**src/rtl/b03_pkg.sv**
```systemverilog
// Shared definitions for the b03 requester: client/bit mapping, agent states
// and the arbiter queue codes used by benches that mirror the arbiter.
package b03_pkg;

    localparam int NUM_CLIENTS = 4;

    localparam int CLIENT1 = 1;
    localparam int CLIENT2 = 2;
    localparam int CLIENT3 = 3;
    localparam int CLIENT4 = 4;

    typedef enum logic [1:0] {
        ST_IDLE = 2'd0,
        ST_REQ  = 2'd1,
        ST_GAP  = 2'd2
    } agent_state_t;

    localparam logic [2:0] QUEUE_U1 = 3'b100;
    localparam logic [2:0] QUEUE_U2 = 3'b010;
    localparam logic [2:0] QUEUE_U3 = 3'b001;
    localparam logic [2:0] QUEUE_U4 = 3'b111;

    // Client n lives on bit 4-n of every 4-bit vector (client1 is the MSB).
    function automatic int client_bit(input int client);
        return NUM_CLIENTS - client;
    endfunction

endpackage

```
**src/rtl/b03_req_agent.sv**
```systemverilog
// One client's pending-job counter and IDLE/REQ/GAP request FSM.
// Optional starvation watchdog is built only when B03_REQ_STARVE_EN is defined.
module b03_req_agent
    import b03_pkg::*;
#(
    parameter int CNT_W     = 3,
    parameter int GRANT_LAT = 4,
    parameter int GAP       = 2,
    parameter int TIMEOUT   = 32
) (
    input  logic clock,
    input  logic reset,
    input  logic job,
    input  logic grant,
    output logic request,
    output logic served,
    output logic overflow,
    output logic starve
);

    localparam int HOLD_W = $clog2(GRANT_LAT + 2);
    localparam int GAP_W  = $clog2(GAP + 1);

    localparam logic [CNT_W-1:0]  PEND_MAX = {CNT_W{1'b1}};
    localparam logic [HOLD_W-1:0] HOLD_MAX = HOLD_W'(GRANT_LAT);
    localparam logic [GAP_W-1:0]  GAP_LAST = GAP_W'(GAP - 1);

    if (GRANT_LAT < 1 || GAP < 1 || TIMEOUT < 2) begin : g_bad_param
        $error("b03_req_agent: GRANT_LAT and GAP must be >= 1, TIMEOUT >= 2");
    end

    agent_state_t      state_reg;
    logic [CNT_W-1:0]  pending_reg;
    logic [CNT_W-1:0]  pending_next;
    logic [HOLD_W-1:0] hold_reg;
    logic [GAP_W-1:0]  gap_reg;
    logic              request_reg;
    logic              served_reg;
    logic              overflow_reg;

    logic accept;
    logic overflow_next;
    logic job_taken;
    logic req_enter;

    // A grant only counts once the request has been visible long enough for the
    // arbiter to have sampled it; earlier grant bits are leftovers.
    assign accept        = (state_reg == ST_REQ) && grant && (hold_reg >= HOLD_MAX);
    assign overflow_next = job && (pending_reg == PEND_MAX) && !accept;
    assign job_taken     = job && !overflow_next;

    always_comb begin
        pending_next = pending_reg;
        if (job_taken && !accept) begin
            pending_next = pending_reg + CNT_W'(1);
        end else if (accept && !job_taken) begin
            pending_next = pending_reg - CNT_W'(1);
        end
    end

    assign req_enter = (pending_next != '0) &&
                       ((state_reg == ST_IDLE) ||
                        ((state_reg == ST_GAP) && (gap_reg == '0)));

    always_ff @(posedge clock or posedge reset) begin
        if (reset) begin
            state_reg    <= ST_IDLE;
            pending_reg  <= '0;
            hold_reg     <= '0;
            gap_reg      <= '0;
            request_reg  <= 1'b0;
            served_reg   <= 1'b0;
            overflow_reg <= 1'b0;
        end else begin
            pending_reg  <= pending_next;
            served_reg   <= accept;
            overflow_reg <= overflow_next;
            case (state_reg)
                ST_IDLE: begin
                    if (req_enter) begin
                        state_reg   <= ST_REQ;
                        request_reg <= 1'b1;
                        hold_reg    <= HOLD_W'(1);
                    end
                end
                ST_REQ: begin
                    if (accept) begin
                        state_reg   <= ST_GAP;
                        request_reg <= 1'b0;
                        gap_reg     <= GAP_LAST;
                    end else if (hold_reg < HOLD_MAX) begin
                        hold_reg <= hold_reg + HOLD_W'(1);
                    end
                end
                ST_GAP: begin
                    if (gap_reg != '0) begin
                        gap_reg <= gap_reg - GAP_W'(1);
                    end else if (req_enter) begin
                        state_reg   <= ST_REQ;
                        request_reg <= 1'b1;
                        hold_reg    <= HOLD_W'(1);
                    end else begin
                        state_reg <= ST_IDLE;
                    end
                end
                default: begin
                    state_reg   <= ST_IDLE;
                    request_reg <= 1'b0;
                end
            endcase
        end
    end

    assign request  = request_reg;
    assign served   = served_reg;
    assign overflow = overflow_reg;

`ifdef B03_REQ_STARVE_EN
    localparam int WD_W = $clog2(TIMEOUT + 2);
    localparam logic [WD_W-1:0] WD_MAX  = WD_W'(TIMEOUT);
    localparam logic [WD_W-1:0] WD_TRIP = WD_W'(TIMEOUT - 1);

    logic [WD_W-1:0] wd_reg;
    logic            starve_reg;

    // wd_reg holds the number of REQ cycles so far including the current one;
    // the flag is set on the edge that starts REQ cycle TIMEOUT.
    always_ff @(posedge clock or posedge reset) begin
        if (reset) begin
            wd_reg     <= '0;
            starve_reg <= 1'b0;
        end else if (req_enter) begin
            wd_reg <= WD_W'(1);
        end else if ((state_reg == ST_REQ) && !accept) begin
            if (wd_reg < WD_MAX) begin
                wd_reg <= wd_reg + WD_W'(1);
            end
            if (wd_reg >= WD_TRIP) begin
                starve_reg <= 1'b1;
            end
        end
    end

    assign starve = starve_reg;
`else
    assign starve = 1'b0;
`endif

endmodule

```
**src/rtl/b03_requester.sv**
```systemverilog
// Four-client requester for the b03 round-robin arbiter: one agent per client.
// Starvation flags are live only when B03_REQ_STARVE_EN is defined.
module b03_requester
    import b03_pkg::*;
#(
    parameter int CNT_W     = 3,
    parameter int GRANT_LAT = 4,
    parameter int GAP       = 2,
    parameter int TIMEOUT   = 32
) (
    input  logic       clock,
    input  logic       reset,
    input  logic [3:0] job_i,
    input  logic [3:0] grant_i,
    output logic       request1,
    output logic       request2,
    output logic       request3,
    output logic       request4,
    output logic [3:0] served_o,
    output logic [3:0] overflow_o,
    output logic [3:0] starve_o
);

    logic [NUM_CLIENTS-1:0] request_vec;

    // Agent gi serves the client whose bit is gi, i.e. client 4-gi.
    for (genvar gi = 0; gi < NUM_CLIENTS; gi++) begin : g_agent
        b03_req_agent #(
            .CNT_W     (CNT_W),
            .GRANT_LAT (GRANT_LAT),
            .GAP       (GAP),
            .TIMEOUT   (TIMEOUT)
        ) u_agent (
            .clock    (clock),
            .reset    (reset),
            .job      (job_i[gi]),
            .grant    (grant_i[gi]),
            .request  (request_vec[gi]),
            .served   (served_o[gi]),
            .overflow (overflow_o[gi]),
            .starve   (starve_o[gi])
        );
    end

    assign request1 = request_vec[client_bit(CLIENT1)];
    assign request2 = request_vec[client_bit(CLIENT2)];
    assign request3 = request_vec[client_bit(CLIENT3)];
    assign request4 = request_vec[client_bit(CLIENT4)];

endmodule

```
**config.mk**
```make
export PLATFORM = sky130hd
export DESIGN_NAME = b03_requester
export DESIGN_NICKNAME = d
export VERILOG_FILES = /design/src/rtl/b03_pkg.sv /design/src/rtl/b03_req_agent.sv /design/src/rtl/b03_requester.sv
export SDC_FILE = /design/constraint.sdc
export NUM_CORES = 1
export LEC_CHECK = 0
export CORE_MARGIN = 2
export CORE_UTILIZATION = 58
export DETAILED_ROUTE_END_ITERATION = 6
export PLACE_DENSITY = 0.82
export SETUP_SLACK_MARGIN = 0.02
export SYNTH_ARGS = -nofsm -noshare
export SYNTH_HDL_FRONTEND = slang
export SYNTH_SLANG_ARGS = --single-unit
export TNS_END_PERCENT = 30
```
**constraint.sdc**
```tcl
create_clock -name clock -period 2.21 [get_ports clock]
set_input_delay 0.442 -clock clock [delete_from_list [all_inputs] [get_ports clock]]
set_output_delay 0.442 -clock clock [all_outputs]
set_load 0.02 [all_outputs]
```
* Word level (Yosys, flattened, before mapping) *
Cells that the tools add are included.

word-level totals
  output and inout bits = 16
  register bits = 52
  input port bits = 10
  logic and storage cells = 256

operators by class
  mux-type cells = 76
  $lt $le $gt $ge = 8
  equality and inequality tests = 36
  reduce and logical (&&, ||, !) cells = 92
  add/sub/neg operators = 16

operators by type and width
  operator               number
  $mux W3                24
  $mux W2                20
  $logic_and A1 B1 Y1    36
  $pmux W3 S3            4
  $ne A2 B2 Y1 const B   16
  $add A3 B1 Y3 const B  8
  $pmux W2 S3            4
  $reduce_and A3 Y1      8
  $reduce_bool A3 Y1     8
  $logic_not A2 Y1       8
  $mux W1                16
  $ne A2 B1 Y1 const B   8
  $pmux W2 S2            4
  $reduce_and A4 Y1      4
  $reduce_bool A2 Y1     8
  $eq A3 B3 Y1 const B   4
  $ge A3 B3 Y1 const B   4
  $logic_not A1 Y1       12
  $lt A3 B3 Y1 const B   4
  $pmux W1 S3            4
  $sub A3 B1 Y3 const B  4
  $eq A2 B1 Y1 const B   4
  $eq A2 B2 Y1 const B   4
  $reduce_and A2 Y1      4
  other kinds (2)        8

* Depth between registers and ports, before layout *
  word-level depth = 16
  depth in mapped cells = 7
  gate-level depth less buffers = 7

* Modules after synthesis *
Synthesis repeated with hierarchy kept, for this count alone.

unflattened totals
  cells, all modules = 324
  area total of the unflattened synthesis = 3124.2 µm²

modules (own cells, without submodules)
  module                                  area an instance (µm²)  times used  sequential area each (µm²)  cells an instance
  b03_req_agent (g_agent[1].u_agent ...)  770.7                   2           325.3                       84
  b03_req_agent (g_agent[3].u_agent)      832.0                   1           325.3                       85
  b03_req_agent (g_agent[0].u_agent)      750.7                   1           325.3                       71

* Worst setup path after synthesis *
OpenSTA, ideal clock, no wires.

  path type = register -> register
  from = reg g_agent[2].u_agent.pending_reg[0]
  to = reg g_agent[2].u_agent.hold_reg[2]
  cell stages (with the launch flop) = 7
  clock period less this slack = 1994 ps
  setup time = 66 ps
  arrival = 1928 ps
  required time = 2144 ps
  path buffers = 0
  setup slack = 216 ps
  path through = dfrtp_1 -> ha_1 -> ha_1 -> or4_1 -> o311a_1 -> o31ai_4 -> a22o_1

on the way
  cells in the longest elaborated chain, start to end = 14
  elaborated cells on any way between the ends = 17
  those cells by class = add/sub (2); eq/ne (1); mux (5); reduce/logical (9)

ends and longest elaborated chain
  item                               RTL line             RTL
  start: declaration                 b03_req_agent.sv:33  logic [CNT_W-1:0] pending_reg;
  start signal: assignment           b03_req_agent.sv:75  pending_reg <= pending_next;
  $eq A3 B3 Y1                       b03_req_agent.sv:49  assign overflow_next = job && (pending_reg == PEND_MAX) && !accept;
  $logic_and A1 B1 Y1 (2 in series)  b03_req_agent.sv:49
  $logic_not A1 Y1                   b03_req_agent.sv:50  assign job_taken = job && !overflow_next;
  $logic_and A1 B1 Y1                b03_req_agent.sv:50
  $logic_not A1 Y1                   b03_req_agent.sv:56  end else if (accept && !job_taken) begin
  $logic_and A1 B1 Y1                b03_req_agent.sv:56
  $mux W3                            b03_req_agent.sv:56
  $mux W3 *                          b03_req_agent.sv:54  if (job_taken && !accept) begin
  $reduce_bool A3 Y1 *               b03_req_agent.sv:61  assign req_enter = (pending_next != '0) &&
  $logic_and A1 B1 Y1 *              b03_req_agent.sv:61
  $mux W3 *                          --
  $mux W3                            --
  $pmux W3 S3 *                      --
  end signal: assignment             b03_req_agent.sv:92  hold_reg <= hold_reg + HOLD_W'(1);
  end: declaration                   b03_req_agent.sv:35  logic [HOLD_W-1:0] hold_reg;

Mark *: on every way between the ends. The rest lies on a longest branch, timed or not. The select of a mux whose other input is x is not followed.
A chain may end at the register's enable or synchronous reset.

* Worst setup path in the final report *
  from = reg g_agent[3].u_agent.pending_reg[0]
  to = reg g_agent[3].u_agent.hold_reg[0]

on the way
  cells in the longest elaborated chain, start to end = 14
  elaborated cells on any way between the ends = 17
  those cells by class = add/sub (2); eq/ne (1); mux (5); reduce/logical (9)

ends and longest elaborated chain
  item                               RTL line
  start: declaration                 b03_req_agent.sv:33
  start signal: assignment           b03_req_agent.sv:75
  $eq A3 B3 Y1                       b03_req_agent.sv:49
  $logic_and A1 B1 Y1 (2 in series)  b03_req_agent.sv:49
  $logic_not A1 Y1                   b03_req_agent.sv:50
  $logic_and A1 B1 Y1                b03_req_agent.sv:50
  $logic_not A1 Y1                   b03_req_agent.sv:56
  $logic_and A1 B1 Y1                b03_req_agent.sv:56
  $mux W3                            b03_req_agent.sv:56
  $mux W3 *                          b03_req_agent.sv:54
  $reduce_bool A3 Y1 *               b03_req_agent.sv:61
  $logic_and A1 B1 Y1 *              b03_req_agent.sv:61
  $mux W3 *                          --
  $mux W3                            --
  $pmux W3 S3 *                      --
  end signal: assignment             b03_req_agent.sv:92
  end: declaration                   b03_req_agent.sv:35

Marked as above.

==> flow_summary.yaml <==
timing:
  finClkSkew_ns: 0.00637
  fin_tns_setup_ns: 0
  finalCritPeriodShare_pct: 95.6
  hold_violations: 0
  slew_viol_final: 0
  whs_ns: 0.469
  grt_setup_unrepaired: "yes"
  fmax_mhz: 474
  setup_violations: 0
  period_minus_slack_ns: 2.11
global_route:
  busiest_layer: "met2"
  grt_usage_pct: 20.3
  grt_max_degree: 53
  grt_pass1_wl_um: 9730
  grt_pass1_vias: 2205
  grt_overflow: 0
  antenna_found_initial: 0
  grt_util_met2_pct: 37.3
  met3_usage_pct: 4.03
  met1_usage_pct: 24.1
routing:
  ant_nets: 0
  drt-pass1-iter-count: 4
  dr_total_vias: 2321
  drc: 0
  routed_wl_um: 5490
  vias_per_cell: 5.61
  wl_per_cell_um: 13.3
  drt_iter0_markers: 122
setup_path:
  cp_data_arrival_time_ns: 2.29
  critPathTopFamily: "simple AND/OR/NAND/NOR gates"
  crit_end: "g_agent[3].u_agent.hold_reg[0]$_DFFE_PP0P_"
  r2r_end: "g_agent[3].u_agent.hold_reg[0]$_DFFE_PP0P_"
  path_class: "register to register"
  crit_chain: "ha_1, ha_1, or3_1, or2_0, a31oi_2, a41oi_1"
  r2r_cells: 6
  rrSetupSlack_ns: 0.1
  cp-start-kind: "register"
  crit_required_ns: 2.39
  startpoint: "g_agent[3].u_agent.pending_reg[0]$_DFF_PP0_"
  crit_fanout: 6
  cpPeakStageDelay_ns: 0.46
  worst-path-stages: 6
  critPathBufInv: 0
  slowest_stage: "dfrtp_1"
  end_kind: "register"
  rr_startpoint: "g_agent[3].u_agent.pending_reg[0]$_DFF_PP0_"
  crit_top_cell: "ha_1"
floorplan:
  die_h_um: 76.6
  design.core.area_um2: 5110
  initial_core_util_pct: 59.9
  pin_count: 26
  dieArea_um2: 5870
  num_rows: 26
  die_w_um: 76.6
power_and_ir_drop:
  finalPower_mw: 4.90
  pwr_density_cell_nw_per_um2: 1410
  ir_drop_mv: 0.687
  leakage_nw: 1.64
logic_synthesis:
  yosys.area_share.simple_pct: 18.9
  synth_top_area_share_pct: 42.5
  post-synth-top-count-cell: "dfrtp_1"
  yosysTopAreaCell: "dfrtp_1"
  yosys-top-cells-count: "dfrtp_1 (52), nor2_1 (31), inv_1 (27), nand2_1 (21), ha_1 (20)"
  synthXorXnorAreaFrac_pct: 1.15
  synth_warnings: 0
  synthesis.area_um2: 3060
  avgSynthCellArea_um2: 9.68
  synth_edf_count: 0
  yosys.area_share.adder_pct: 8.18
  ys.flop_type: "dfrtp_1"
  muxShareOfSynthArea_pct: 1.43
  netlist-cell-type-count: 54
  synth-compound-area-share_pct: 19.8
  synth-seq-area-share_pct: 42.5
  netlist_instances: 316
  synthTopCellsByArea: "dfrtp_1 (43%), ha_1 (8.2%), nor2_1 (3.8%)"
  synthArstFlopShare_pct: 100
  ys_seq_elements: 52
  synth_top_family_by_area: "compound AO/OA/AOI/OAI gates"
flow_run:
  maxCapViolations: 0
clock_network:
  post_cts_resized: 0
  h-tree-depth: 2
  postCtsHoldBufs: 0
  cts_tree: "built"
  worstSkewPairLatency_ns: 0.31
  clockRootBuffer: "clkbuf_8"
  clk_pin_slew_ns: 0.09
  numCtsBuffers: 5
  cts_buffer_depth: 2
  cts_num_sinks: 52
  cts_setup_buffers: 0
layout:
  ff_latch_area_um2: 1300
  diodes: 0
  final_cells: 414
  fillers: 438
  nNetsFinal: 373
  multi_input_area_um2: 1530
  finalInstanceArea_um2: 3490
  area_delta_synth_final_pct: 13.9
  drive_gt1_share_pct: 13.1
placed_design:
  dp_hpwl_um: 3930
  gp_congestion: 0.823
  dpl-instance-area_um2: 3370
  dp_cells: 406
  portBuffers: 21
run_status:
  status: "finished clean"
min_path:
  hold_class: "register to register"
placed cells by master, fill, tap and decap left out, types with 4 or more instances in the layout:
cell type	count
clkbuf_8	5
inv_1	26
nand2b_1	11
o31ai_1	4
ha_1	20
o22ai_1	4
a21o_1	4
a311oi_1	4
a21oi_1	19
dfrtp_1	50
conb_1	4
o21ai_0	19
buf_4	13
and3_1	4
a22o_1	6
nor2_1	31
clkdlybuf4s50_1	21
nor3_1	4
nor2b_1	7
nand2_1	21
xnor2_1	4
cell type report:
class	count	area share [%]
Clock inverter	3	1.36
Timing Repair Buffer	35	9.40
Inverter	31	3.55
Multi-Input combinational cell	218	43.8
Clock buffer	5	1.97
Tap cell	70	2.51
Sequential cell	52	37.4
how the worst min path moves through the flow:
stage                                              startpoint                                        end  slack, ns  cells after the start
detailed placement  g_agent[3].u_agent.gap_reg[0]$_DFFE_PP0P_  g_agent[3].u_agent.gap_reg[0]$_DFFE_PP0P_       0.46                      1
global route                                            reset      g_agent[1].u_agent.overflow$_DFF_PP0_       0.52                      3
CTS                 g_agent[3].u_agent.gap_reg[0]$_DFFE_PP0P_  g_agent[3].u_agent.gap_reg[0]$_DFFE_PP0P_       0.47                      1
global placement    g_agent[3].u_agent.gap_reg[0]$_DFFE_PP0P_  g_agent[3].u_agent.gap_reg[0]$_DFFE_PP0P_       0.45                      1
floorplan           g_agent[1].u_agent.gap_reg[0]$_DFFE_PP0P_  g_agent[1].u_agent.gap_reg[0]$_DFFE_PP0P_       0.44                      1
finish              g_agent[3].u_agent.gap_reg[0]$_DFFE_PP0P_  g_agent[3].u_agent.gap_reg[0]$_DFFE_PP0P_       0.47                      1
routing by layer:
metal	part of all wire [%]	vias up
li1	-	1154
met1	44	1128
met2	51	34
met3	3.0	5
met4	1.1	0
met5	0	-
report_power, final:
part / total, mW / leakage, nW / switching (mW) / internal, mW
Sequential: 1.78 / 0.628 / 0.424 / 1.36
Clock: 0.672 / 0.0583 / 0.330 / 0.341
Combinational: 2.45 / 0.952 / 1.27 / 1.18
cell families (layout without fill, tap and decap cells):
family | Yosys count | count (layout)
flops | 52 | 52
fa+ha+maj | 20 | 20
xor+xnor | 4 | 4
compound gates | 85 | 85
mux | 4 | 4
other cells | 1 | 4
buf+inv | 49 | 74
simple gates | 101 | 101
metrics by stage:
step,setup WS (ns),util [%]
floorplan,0.216,-
global placement,0.0480,65.9
detailed placement,0.00755,65.9
CTS,0.113,68.2
global route,0.00777,68.3
finish,0.0983,68.3
(Power assumes the default switching activity.)
